File: src/rtl/ecdsa_pkg.sv
// Shared definitions for the ECDSA field-arithmetic path: field width,
// the secp256k1 modulus, default limb width and the reducer state type.
package ecdsa_pkg;

    localparam int FIELD_W    = 256;
    localparam int LIMB_W_DEF = 64;

    localparam logic [FIELD_W-1:0] SECP256K1_P =
        256'hFFFFFFFF_FFFFFFFF_FFFFFFFF_FFFFFFFF_FFFFFFFF_FFFFFFFF_FFFFFFFE_FFFFFC2F;

    typedef enum logic [1:0] {
        ST_IDLE = 2'd0,
        ST_SUB  = 2'd1,
        ST_DONE = 2'd2
    } state_e;

endpackage

File: src/rtl/mod_reduce_256_limb_sub.sv
// limb_sub: combinational W-bit subtractor with borrow-in / borrow-out.
// d_o = a_i - b_i - bin_i (mod 2^W); bout_o = 1 when the true result is negative.
module limb_sub #(
    parameter int W = 64
) (
    input  logic [W-1:0] a_i,
    input  logic [W-1:0] b_i,
    input  logic         bin_i,
    output logic [W-1:0] d_o,
    output logic         bout_o
);

    logic [W:0] wide;

    // Extend by one bit; the extra MSB becomes the borrow out.
    assign wide   = {1'b0, a_i} - {1'b0, b_i} - {{W{1'b0}}, bin_i};
    assign d_o    = wide[W-1:0];
    assign bout_o = wide[W];

endmodule

File: src/rtl/mod_reduce_256.sv
// mod_reduce_256: reduces a raw 257-bit adder result {cout, sum} modulo P
// with a limb-serial trial subtraction of P, one LIMB_W slice per cycle.
// The input must be below 2P, so a single conditional subtraction suffices.
// Optional feature macro: MOD_REDUCE_FLAG_EN adds output 'reduced', which
// reports whether P was subtracted for the current result.
// WIDTH must be a multiple of LIMB_W.
module mod_reduce_256
    import ecdsa_pkg::*;
#(
    parameter int                WIDTH  = FIELD_W,
    parameter int                LIMB_W = LIMB_W_DEF,
    parameter logic [WIDTH-1:0]  P      = WIDTH'(SECP256K1_P)
) (
    input  logic             clk,
    input  logic             reset,
    input  logic [WIDTH-1:0] sum,
    input  logic             cout,
    input  logic             valid_in,
    output logic             ready_out,
    output logic [WIDTH-1:0] r,
    output logic             valid_out,
    input  logic             ready_in
`ifdef MOD_REDUCE_FLAG_EN
    ,
    output logic             reduced
`endif
);

    localparam int NLIMB = WIDTH / LIMB_W;
    localparam int KW    = (NLIMB > 1) ? $clog2(NLIMB) : 1;
    localparam logic [KW-1:0] K_LAST = KW'(NLIMB - 1);

    typedef logic [NLIMB-1:0][LIMB_W-1:0] limbs_t;

    localparam limbs_t P_LIMB = P;

    state_e           state_q, state_d;
    logic [WIDTH:0]   x_q, x_d;
    logic [KW-1:0]    k_q, k_d;
    logic             borrow_q, borrow_d;
    limbs_t           diff_q, diff_d;
    logic [WIDTH-1:0] r_q, r_d;
    logic             valid_q, valid_d;

    limbs_t           x_limb;
    logic [LIMB_W-1:0] sub_d;
    logic             sub_bout;
    logic             last_limb;
    logic             take_diff;

    assign x_limb = x_q[WIDTH-1:0];

    limb_sub #(
        .W (LIMB_W)
    ) u_limb_sub (
        .a_i    (x_limb[k_q]),
        .b_i    (P_LIMB[k_q]),
        .bin_i  (borrow_q),
        .d_o    (sub_d),
        .bout_o (sub_bout)
    );

    assign last_limb = (k_q == K_LAST);
    // x >= P exactly when the carry bit is set or the full-width
    // subtraction finished without a borrow.
    assign take_diff = x_q[WIDTH] | ~sub_bout;

    // State and datapath registers; reset aborts any operation in flight.
    always_ff @(posedge clk or negedge reset) begin
        if (!reset) begin
            state_q  <= ST_IDLE;
            x_q      <= '0;
            k_q      <= '0;
            borrow_q <= 1'b0;
            diff_q   <= '0;
            r_q      <= '0;
            valid_q  <= 1'b0;
        end else begin
            state_q  <= state_d;
            x_q      <= x_d;
            k_q      <= k_d;
            borrow_q <= borrow_d;
            diff_q   <= diff_d;
            r_q      <= r_d;
            valid_q  <= valid_d;
        end
    end

    // Next-state logic: accept in IDLE, one limb per cycle in SUB,
    // hold the result in DONE until the downstream handshake.
    always_comb begin
        state_d   = state_q;
        x_d       = x_q;
        k_d       = k_q;
        borrow_d  = borrow_q;
        diff_d    = diff_q;
        r_d       = r_q;
        valid_d   = valid_q;
        ready_out = 1'b0;

        case (state_q)
            ST_IDLE: begin
                ready_out = 1'b1;
                if (valid_in) begin
                    x_d      = {cout, sum};
                    k_d      = '0;
                    borrow_d = 1'b0;
                    state_d  = ST_SUB;
                end
            end
            ST_SUB: begin
                diff_d[k_q] = sub_d;
                borrow_d    = sub_bout;
                k_d         = k_q + KW'(1);
                if (last_limb) begin
                    // diff_d already holds the final limb, so it is the
                    // complete x - P when the subtraction is kept.
                    r_d     = take_diff ? diff_d : x_q[WIDTH-1:0];
                    valid_d = 1'b1;
                    state_d = ST_DONE;
                end
            end
            ST_DONE: begin
                if (ready_in) begin
                    valid_d = 1'b0;
                    state_d = ST_IDLE;
                end
            end
            default: begin
                state_d = ST_IDLE;
            end
        endcase
    end

    assign r         = r_q;
    assign valid_out = valid_q;

`ifdef MOD_REDUCE_FLAG_EN
    logic flag_q, flag_d;

    // Flag tracks whether P was subtracted; valid alongside valid_out.
    always_comb begin
        flag_d = flag_q;
        if (state_q == ST_SUB && last_limb) begin
            flag_d = take_diff;
        end else if (state_q == ST_DONE && ready_in) begin
            flag_d = 1'b0;
        end
    end

    // Flag register.
    always_ff @(posedge clk or negedge reset) begin
        if (!reset) begin
            flag_q <= 1'b0;
        end else begin
            flag_q <= flag_d;
        end
    end

    assign reduced = flag_q;
`endif

endmodule

File: config.mk
export PLATFORM = sky130hd
export DESIGN_NAME = mod_reduce_256
export DESIGN_NICKNAME = d
export VERILOG_FILES = /design/src/rtl/ecdsa_pkg.sv /design/src/rtl/mod_reduce_256_limb_sub.sv /design/src/rtl/mod_reduce_256.sv
export SDC_FILE = /design/constraint.sdc
export NUM_CORES = 2
export LEC_CHECK = 0
export CORE_MARGIN = 1.5
export CORE_UTILIZATION = 40
export CTS_CLUSTER_DIAMETER = 150
export DETAILED_ROUTE_END_ITERATION = 8
export PLACE_DENSITY_LB_ADDON = 0.12
export SYNTH_ARGS = -nofsm -noshare
export SYNTH_HDL_FRONTEND = slang
export SYNTH_SLANG_ARGS = --single-unit
export TNS_END_PERCENT = 50
File: constraint.sdc
create_clock -name clk -period 4.7 [get_ports clk]
set_input_delay 0.94 -clock clk [delete_from_list [all_inputs] [get_ports clk]]
set_output_delay 0.94 -clock clk [all_outputs]
set_load 0.02 [all_outputs]
==> metrics.txt <==
Hold Crit Class=input port to async pin; net count after synthesis=3,869; Max H-tree Level=3; first-pass GRT wire length=196 mm; final setup vio count=0; CTS Buf Count=approximately 80; initial drt markers=2,344; #FFs+latches synth=between 700 and 800; pin count of the biggest net entering global routing=205; layout net count=4,364; Final Util=0.520; critical path type=flip-flop to flip-flop; worst setup slack after layout=0.145 ns; Filler cells=around 8,300; Setup crit end kind=flip-flop; Post-Route WL=133 mm; Slew HR=0.201; yosys warns=0; Clock Path Buffers=3; chip height=304 µm; MaxCap Viol Count=0; Startpoint Class=flip-flop; Async SR Flop Fraction=1.00; drt wl/cell=25.3 µm; CTS sink count=711; fmax=220 MHz; Req. time, crit path=between 5 and 6 ns; main flop type after synthesis=dfrtp_1; dpl ws=-0.0891 ns; Synth area leaders=dfrtp_1 (49%), mux2_2 (8.5%), nand2_1 (5.6%), mux4_2 (3.8%), mux2i_1 (3.7%); initial antenna violation count=15; CTS tree=done; setup TNS=0 ns; status=completed; share of cells above drive strength 1=0.177; Final Slew Violations=0; cell area after synthesis=around 36,000 µm²; Core Rows=110; clk_lat worst skew=between 0.6 and 0.7 ns; Die Wd=between 300 and 400 µm; Die ar.=92,600 µm²; Hold Vio Cnt, Final=0; Hold Buf Count CTS=0; Final Cell Area=46,800 µm²; Via-to-Cell Ratio=5.66; top-area cell type share of the netlist area=0.490; first drt pass iteration count=6; GR Overflow Total=0; I/O pin total=519; Seq/Total Area, Yosys=0.490; root buffer cell=clkbuf_16; DRC viols=0; R2R cell count=17; core area=90,000 µm²; gpl congestion=0.908; EDFF count, synth=0; min cycle time layout=approximately 4.6 ns; DR vias=29,878; Initial Util=0.404; area leader, netlist=dfrtp_1; Worst-Margin Slew=1.19 ns; Unique masters post-synth=74; Crit Path Max Fanout=17; I/O Buffers=518; Post-Synthesis Cells=approximately 3,500; most frequent cell after synthesis=dfrtp_1; clock slew seen by the registers of the worst setup and hold paths=0.06 ns; DP Wirelength=between 90 and 100 mm; Post-synth top cells=dfrtp_1 (711), nand2_1 (539), mux2_2 (275), o21ai_0 (255), clkbuf_1 (208); Final period util=0.969; Post-DP Area=43,500 µm²; DRT antenna net count=0; worst path arrival time=5.08 ns; Layout area overhead=28.9%; vias in the first global route=29,332; Clock Skews=0.0382 ns; Syn Area/Cell=10.3 µm²; gr usage total=0.280
## critical path: stages (launching register included)
cell	delay, ns
dfrtp_4	0.44
buf_12	0.15
buf_16	0.19
mux4_2	0.64
inv_1	0.10
ha_2	0.32
a21o_1	0.23
o21bai_1	0.17
a221o_1	0.32
o21ai_2	0.18
a21oi_1	0.09
or3_4	0.38
a211oi_4	0.25
or2_4	0.29
buf_12	0.16
clkbuf_16	0.21
a211oi_1	0.09
a21o_1	0.20
## final timing paths
kind / start / to / slack, ns
min in group clk: diff_q[160] / diff_q[160] / 0.47
min reg2reg: diff_q[160] / diff_q[160] / 0.47
max: k_q[0] / r[44] / 0.15
max reg2reg: k_q[0] / r[44] / 0.15
max in group asynchronous: reset / r[2] / 3.23
min: reset / r[245] / 0.27
## metrics by stage
stage,cells,hold WS [ns]
global route,5277,0.330
floorplan,3533,0.442
CTS,5260,0.324
global placement,5104,0.454
finish,5279,0.267
detailed placement,5104,0.459
## sequential cells by signal, summed over array words and instances, names as in the netlist
register,flops
borrow_q,1
diff_q,192
k_q,2
r,256
state_q,2
valid_out,1
x_q,257
## layout by cell type, fill, tap and decap left out, types with 17 or more instances in the layout
cell and instances:
a21o_1 25, nand3_1 199, xnor2_1 41, a31oi_1 23, buf_12 33, nand4_1 31, clkbuf_1 20, and2_1 39
mux2_2 275, clkdlybuf4s50_1 517, nor2b_1 17, nor2_1 155, a211oi_1 33, inv_1 94, clkbuf_16 89, buf_4 130
mux2i_1 133, o211ai_1 71, o31ai_1 45, nand2_1 534, mux4_2 62, dfrtp_1 709, ha_1 60, nor3_1 43
clkinv_2 17, o311ai_0 75, o21ai_0 249, xor2_1 28, a21oi_1 113
## metal layers
metal  part of all wire  track usage  up-vias
met2               0.47        0.452      975
li1                   -            -    13666
met1               0.43        0.370    14983
met4              0.040        0.104       16
met3              0.066       0.0616      238
met5            0.00065            0        -
## cell type report
cell class / count / area, µm² / share of cell area
diodes: 7 / 17.5 / 0.000374
inverters: 95 / 357 / 0.00762
flip-flops and latches: 711 / 17800 / 0.380
clock buffers: 116 / 2340 / 0.0500
multi-input cells: 2443 / 17300 / 0.369
clock inverters: 36 / 460 / 0.00984
repair buffers: 695 / 7090 / 0.152
well taps: 1176 / 1470 / 0.0314
## timing repair
action | CTS | global route
endpoints found under the setup margin | 73 | 239
hold endpoints to repair | 0 | 0
setup buffers | 4 | 6
gates cloned | 0 | 6
pin swaps | 0 | 10
resized for setup | 3 | 51
## logic make-up (layout without fill, tap and decap cells)
group,Yosys count,after routing,share of synthesized area
adder cells (fa/ha/maj),75,75,0.0258
multiplexers,471,471,0.161
buffers and inverters,379,942,0.0422
flip-flops,711,711,0.490
other,0,7,0
XOR/XNOR,72,72,0.0174
AND/OR/NAND/NOR,1085,1085,0.131
AO/OA/AOI/OAI,740,740,0.133
Power is not shown: default switching activity piles up to over one toggle a cycle in this logic, so the estimate is an artifact.
